## config.mk

```make
export PLATFORM = sky130hd
export DESIGN_NAME = axi_store_grant_ctrl_flat
export DESIGN_NICKNAME = d
export VERILOG_FILES = /design/src/rtl/axi_store_grant_ctrl_if.sv /design/src/rtl/axi_store_grant_ctrl.sv /design/src/flat_wrapper.sv
export SDC_FILE = /design/constraint.sdc
export NUM_CORES = 1
export LEC_CHECK = 0
export BUFFER_PORTS_ARGS = -buffer_cell sky130_fd_sc_hd__buf_4
export CAP_MARGIN = 20
export CORE_MARGIN = 1.5
export CORE_UTILIZATION = 30
export DETAILED_ROUTE_END_ITERATION = 6
export MAX_ROUTING_LAYER = met4
export PLACE_DENSITY = 0.47
export RECOVER_POWER = 50
export SLEW_MARGIN = 0
export SYNTH_ARGS = -nofsm -noshare
export SYNTH_HDL_FRONTEND = slang
export SYNTH_SLANG_ARGS = --single-unit
```

## constraint.sdc

```tcl
create_clock -name clk -period 3.9 [get_ports clk]
set_clock_uncertainty 0.2 [all_clocks]
set_input_delay 0.39 -clock clk [delete_from_list [all_inputs] [get_ports clk]]
set_output_delay 0.39 -clock clk [all_outputs]
set_load 0.01 [all_outputs]
```

## src/rtl/axi_store_grant_ctrl_if.sv

```systemverilog
// Bundle of the two-master store-bus request/grant lines and the shared
// slave-side write-channel handshakes that the grant controller observes.
interface axi_store_grant_ctrl_if;
  // Handshake rule on every channel: a transfer happens on a rising clock
  // edge where valid and ready are both high. The controller only observes
  // these handshakes. It never drives valid or ready.
  logic       m0_req;
  logic       m1_req;
  logic       m0_grnt;
  logic       m1_grnt;
  logic       awvalid;
  logic       awready;
  logic [3:0] awlen;
  logic       wvalid;
  logic       wready;
  logic       wlast;
  logic       bvalid;
  logic       bready;
  logic       busy;
  logic       owner;
  logic       len_err;

  // The controller side.
  modport slave (
    input  m0_req, m1_req,
    input  awvalid, awready, awlen,
    input  wvalid, wready, wlast,
    input  bvalid, bready,
    output m0_grnt, m1_grnt, busy, owner, len_err
  );

  // The side that drives requests and the bus (masters, mux, slave).
  modport master (
    output m0_req, m1_req,
    output awvalid, awready, awlen,
    output wvalid, wready, wlast,
    output bvalid, bready,
    input  m0_grnt, m1_grnt, busy, owner, len_err
  );
endinterface

```

## src/rtl/axi_store_grant_ctrl.sv

```systemverilog
// Transaction-level grant controller for the two-master AXI store bus.
// STORE_ARB_RR_EN selects round-robin arbitration. Fixed m0 priority is used otherwise.
module axi_store_grant_ctrl #(
  parameter int BEAT_W = 5
) (
  input  logic                  clk,
  input  logic                  rst_n,
  axi_store_grant_ctrl_if.slave bus,
  output logic [1:0]            o_dbg_state
);

  typedef enum logic [1:0] {
    S_IDLE = 2'd0,
    S_XFER = 2'd1,
    S_RESP = 2'd2
  } state_t;

  localparam logic [BEAT_W-1:0] BEAT_ONE = {{(BEAT_W-1){1'b0}}, 1'b1};
  localparam logic [BEAT_W-1:0] BEAT_MAX = {BEAT_W{1'b1}};

  state_t            r_state;
  logic              r_m0_grnt;
  logic              r_m1_grnt;
  logic              r_busy;
  logic              r_owner;
  logic              r_len_err;
  logic              r_aw_done;
  logic              r_w_done;
  logic [3:0]        r_len_q;
  logic [BEAT_W-1:0] r_beats;

  logic              w_any_req;
  logic              w_pick_m1;
  logic              w_aw_hs;
  logic              w_w_hs;
  logic              w_b_hs;
  logic              w_aw_first;
  logic              w_aw_done_nxt;
  logic              w_w_done_nxt;
  logic [3:0]        w_len_nxt;
  logic [BEAT_W-1:0] w_beats_nxt;
  logic [BEAT_W-1:0] w_exp_beats;
  logic              w_both_done;

  assign w_any_req = bus.m0_req | bus.m1_req;

`ifdef STORE_ARB_RR_EN
  // On a tie, the master that did not hold the last grant wins.
  assign w_pick_m1 = bus.m1_req & (~bus.m0_req | ~r_owner);
`else
  assign w_pick_m1 = bus.m1_req & ~bus.m0_req;
`endif

  assign w_aw_hs = bus.awvalid & bus.awready;
  assign w_w_hs  = bus.wvalid & bus.wready;
  assign w_b_hs  = bus.bvalid & bus.bready;

  // Only the first AW handshake of a grant is taken. Later ones are ignored.
  assign w_aw_first    = w_aw_hs & ~r_aw_done;
  assign w_aw_done_nxt = r_aw_done | w_aw_hs;
  assign w_len_nxt     = w_aw_first ? bus.awlen : r_len_q;
  assign w_w_done_nxt  = r_w_done | (w_w_hs & bus.wlast);
  assign w_beats_nxt   = (w_w_hs && (r_beats != BEAT_MAX)) ? (r_beats + BEAT_ONE)
                                                           : r_beats;
  assign w_exp_beats   = {{(BEAT_W-4){1'b0}}, w_len_nxt} + BEAT_ONE;
  assign w_both_done   = w_aw_done_nxt & w_w_done_nxt;

  always_ff @(posedge clk or negedge rst_n) begin
    if (!rst_n) begin
      r_state   <= S_IDLE;
      r_m0_grnt <= 1'b0;
      r_m1_grnt <= 1'b0;
      r_busy    <= 1'b0;
      r_owner   <= 1'b1;
      r_len_err <= 1'b0;
      r_aw_done <= 1'b0;
      r_w_done  <= 1'b0;
      r_len_q   <= 4'd0;
      r_beats   <= '0;
    end else begin
      case (r_state)
        S_IDLE: begin
          if (w_any_req) begin
            r_state   <= S_XFER;
            r_m0_grnt <= ~w_pick_m1;
            r_m1_grnt <= w_pick_m1;
            r_owner   <= w_pick_m1;
            r_busy    <= 1'b1;
            r_aw_done <= 1'b0;
            r_w_done  <= 1'b0;
            r_beats   <= '0;
          end
        end
        S_XFER: begin
          r_aw_done <= w_aw_done_nxt;
          r_w_done  <= w_w_done_nxt;
          r_len_q   <= w_len_nxt;
          r_beats   <= w_beats_nxt;
          // AW and W may finish in either order or together.
          if (w_both_done) begin
            r_state <= S_RESP;
            if (w_beats_nxt != w_exp_beats) begin
              r_len_err <= 1'b1;
            end
          end
        end
        S_RESP: begin
          if (w_b_hs) begin
            r_state   <= S_IDLE;
            r_m0_grnt <= 1'b0;
            r_m1_grnt <= 1'b0;
            r_busy    <= 1'b0;
          end
        end
        default: begin
          r_state   <= S_IDLE;
          r_m0_grnt <= 1'b0;
          r_m1_grnt <= 1'b0;
          r_busy    <= 1'b0;
        end
      endcase
    end
  end

  assign bus.m0_grnt = r_m0_grnt;
  assign bus.m1_grnt = r_m1_grnt;
  assign bus.busy    = r_busy;
  assign bus.owner   = r_owner;
  assign bus.len_err = r_len_err;
  assign o_dbg_state = r_state;

endmodule

```

## src/flat_wrapper.sv

```systemverilog
// flat-port wrapper written by rule: the top's interface ports become plain ports
module axi_store_grant_ctrl_flat 
#(
  parameter int BEAT_W = 5
)
  (clk, rst_n, o_dbg_state, bus_m0_req, bus_m1_req, bus_awvalid, bus_awready, bus_awlen, bus_wvalid, bus_wready, bus_wlast, bus_bvalid, bus_bready, bus_m0_grnt, bus_m1_grnt, bus_busy, bus_owner, bus_len_err);
  axi_store_grant_ctrl_if bus_i ();
  input  logic clk;
  input  logic rst_n;
  output logic [1:0] o_dbg_state;
  input wire logic [$bits(bus_i.m0_req)-1:0] bus_m0_req;
  input wire logic [$bits(bus_i.m1_req)-1:0] bus_m1_req;
  input wire logic [$bits(bus_i.awvalid)-1:0] bus_awvalid;
  input wire logic [$bits(bus_i.awready)-1:0] bus_awready;
  input wire logic [$bits(bus_i.awlen)-1:0] bus_awlen;
  input wire logic [$bits(bus_i.wvalid)-1:0] bus_wvalid;
  input wire logic [$bits(bus_i.wready)-1:0] bus_wready;
  input wire logic [$bits(bus_i.wlast)-1:0] bus_wlast;
  input wire logic [$bits(bus_i.bvalid)-1:0] bus_bvalid;
  input wire logic [$bits(bus_i.bready)-1:0] bus_bready;
  output wire logic [$bits(bus_i.m0_grnt)-1:0] bus_m0_grnt;
  output wire logic [$bits(bus_i.m1_grnt)-1:0] bus_m1_grnt;
  output wire logic [$bits(bus_i.busy)-1:0] bus_busy;
  output wire logic [$bits(bus_i.owner)-1:0] bus_owner;
  output wire logic [$bits(bus_i.len_err)-1:0] bus_len_err;
  assign bus_i.m0_req = bus_m0_req;
  assign bus_i.m1_req = bus_m1_req;
  assign bus_i.awvalid = bus_awvalid;
  assign bus_i.awready = bus_awready;
  assign bus_i.awlen = bus_awlen;
  assign bus_i.wvalid = bus_wvalid;
  assign bus_i.wready = bus_wready;
  assign bus_i.wlast = bus_wlast;
  assign bus_i.bvalid = bus_bvalid;
  assign bus_i.bready = bus_bready;
  assign bus_m0_grnt = bus_i.m0_grnt;
  assign bus_m1_grnt = bus_i.m1_grnt;
  assign bus_busy = bus_i.busy;
  assign bus_owner = bus_i.owner;
  assign bus_len_err = bus_i.len_err;
  axi_store_grant_ctrl #(.BEAT_W(BEAT_W)) u_core (.clk(clk), .rst_n(rst_n), .bus(bus_i), .o_dbg_state(o_dbg_state));
endmodule
```

==> metrics.yaml <==
status:
  outcome: "complete, no violations"
timing:
  worst_slack_ns: 1.33
  grt_setup_unrepaired: "false"
  slew_viol_final: 0
  tightest_slew_ns: 1.00
  finalSetupViolations: 0
  fin_hold_ws_ns: 0.0408
  timing.fmax_mhz: 389
  fin_tns_setup_ns: 0
  finalCritPeriodShare_pct: 66.0
  finalHoldViolCount: 0
  final.min_clock_period_ns: 2.57
  slew_headroom_pct: 33.2
floorplan:
  fp.dieW_um: 62.4
  die_area_um2: 3890
  rows: 21
  initial_utilization_pct: 31.4
  die_h_um: 62.4
  io_pins: 22
  coreArea_um2: 3360
synth:
  syn_nets: 129
  synthArstFlopShare_pct: 100
  syn_area_um2: 1060
  synth_flop_cell: "dfrtp_1"
  synth_edf_count: 0
  synth-seq-cells: 18
  avgSynthCellArea_um2: 9.52
  ys.warnings.count: 0
  ys_types: 30
  synthCells: 111
  seq_area_frac_synth_pct: 42.7
place:
  finalWeightedCongestion: 0.817
  hpwl_um: 1880
  dp.cells: 177
  io_buffers: 21
  place_ws_ns: 1.33
power_and_ir_drop:
  p_seq_share_pct: 37.6
  power_mw: 0.868
  ir_worst_vdd_uv: 299
  power.density_nw_per_um2: 664
  p_comb_share_pct: 48.8
  power_frac_clock_pct: 13.6
  switching_share_pct: 40.9
  p_int_mw: 0.513
  p_leak_nw: 0.625
  power.switching_mw: 0.355
cts:
  cts_root_buf: "clkbuf_4"
  clock_latency_ns: 0.30
  path_clk_slew_ns: 0.11
  ctsHoldBuffers: 1
  htreeDepth: 1
  cts_tree: "done"
  clock_sinks: 18
  cts_resized: 0
  cts_max_path_buffers: 2
  cts_buffers: 3
  cts_setup_buffers: 0
hold_path:
  min_to: "u_core.bus.owner"
  min-delay-start: "bus_m0_req"
  hp-class: "input pin to flip-flop"
  hold_depth: 2
critical_path:
  critPathKind: "flip-flop to flip-flop"
  cp-startpoint: "u_core.r_beats[0]"
  critical_path.endpoint_type: "flip-flop"
  reg2reg_to: "u_core.bus.len_err"
  cp_max_fo: 7
  path_cells: "ha_1 > and3_1 > ha_1 > nand3b_1 > nor2_1 > xor2_1 > xnor2_1 > nand4_1 > a21o_1"
  crit_slowest_cell: "dfrtp_1"
  r2r_start: "u_core.r_beats[0]"
  critical_path_required_ns: 3.91
  startpoint_type: "flip-flop"
  worstPathArrival_ns: 2.58
  slowest_delay_ns: 0.47
  cp_common_cell: "ha_1"
  r2r_setup_slack_ns: 1.33
  rr_worst_depth: 9
final_layout:
  final_common_cell: "buf_4"
  syn2layout_area_growth_pct: 23.7
  layout-drive-gt1-share_pct: 21.3
  final_cells: 182
  n_antenna_cell: 0
  fill_cells: 371
  nets: 155
  mostFrequentLayoutCells: "19 x buf_4, 17 x dfrtp_1, 13 x nand2_1"
drt:
  drtIter0Drc: 37
  drc: 0
  drtAntennaViolNets: 0
  viasPerCell: 4.96
  drtPass1Iterations: 4
  wl_per_cell_um: 13.3
  finalWirelength_um: 2420
  dr_total_vias: 902
flow_run:
  drv_cap: 0
grt:
  grt_usage_pct: 13.7
  grt_pass1_vias: 844
  antenna_found_initial: 0
  globalRoute.totalOverflow: 0
  grt_max_degree: 19
  grt_pass1_wl_um: 4130
[stage by stage]
| stage | instance area (um^2) | utilization [%] |
|---|---|---|
| final | 1310 | 38.9 |
| after global routing | 1310 | 38.9 |
| after CTS | 1320 | 39.1 |
| after detailed placement | 1270 | 37.7 |
| after global placement | 1270 | 37.7 |
| after floorplan | 1060 | - |
[kinds of logic (layout without fill, tap and decap cells)]
logic type,count (synthesis),count (layout),synth area share [%]
and+or+nand+nor,43,43,21.5
AOI/OAI and AO/OA,29,29,16.8
DFF,18,18,42.7
xor gates and xnor gates,8,8,6.63
muxes,8,8,8.05
adders and majority gates,3,3,3.55
buffers and inverters,2,27,0.709
[layer usage]
layer  vias to the layer above  part of all wire (%)  GRT usage, %
met3                         2                   5.3          3.44
li1                        449                     -             -
met2                        27                    45          19.7
met1                       424                    49          19.7
met4                         0                  0.62          2.50
met5                         -                     0             -
[cell usage after synthesis, drive strengths merged, types with 2 or more instances]
cell type / count / share of area, %
xnor2: 4 / 3.3
and3: 2 / 1.2
nor3: 2 / 0.95
nand2: 13 / 4.6
ha: 3 / 3.6
nor2b: 4 / 2.4
a31oi: 2 / 1.2
xor2: 4 / 3.3
o21ai: 11 / 5.2
a21o: 4 / 2.8
mux2i: 4 / 3.8
nand2b: 3 / 1.8
a22o: 3 / 2.5
nand4: 2 / 1.2
nor2: 8 / 2.8
mux2: 4 / 4.3
a21oi: 6 / 2.8
nand3: 5 / 2.4
dfrtp: 17 / 40
nand3b: 2 / 2.6
[state kept, by name, indices dropped and copies added, names as in the netlist]
register	count
u_core.r_beats	5
u_core.r_len_q	4
u_core.o_dbg_state	2
u_core.bus.busy	1
u_core.bus.len_err	1
u_core.bus.m0_grnt	1
u_core.bus.m1_grnt	1
u_core.bus.owner	1
u_core.r_aw_done	1
u_core.r_w_done	1
[final cells by class]
type	instances	area [um^2]	share of cell area [%]
Clock buffer	4	36.3	2.78
Inverter	1	3.75	0.287
Multi-Input combinational cell	91	598	45.7
Sequential cell	18	452	34.5
Tap cell	46	57.6	4.40
Timing Repair Buffer	22	160	12.2
[worst max-delay path: cells and delay by family, from the launching register on]
family | cells | cell delay (ns)
adder cells (fa/ha/maj) | 2 | 0.45
flip-flops | 1 | 0.47
XOR/XNOR | 2 | 0.34
AO/OA/AOI/OAI | 1 | 0.18
AND/OR/NAND/NOR | 4 | 0.83
[worst max-delay path by stage]
stage,endpoint,slack (ns),cells after the start
6_report,u_core.bus.len_err,1.33,9
5_1_grt,u_core.bus.len_err,1.12,9
4_1_cts,u_core.bus.len_err,1.31,9
3_5_place_dp,u_core.bus.len_err,1.33,9
3_3_place_gp,u_core.bus.len_err,1.34,9
2_1_floorplan,u_core.bus.len_err,1.54,9
[power by group through the flow]
stage / logic [mW] / registers (mW) / clock network [mW]
after global routing: 0.477 / 0.340 / 0.131
after detailed placement: 0.433 / 0.332 / 0
after floorplan: 0.283 / 0.330 / 0
after CTS: 0.436 / 0.328 / 0.122
after global placement: 0.433 / 0.329 / 0
final: 0.423 / 0.327 / 0.118
Power figures use the tool's default switching activity.
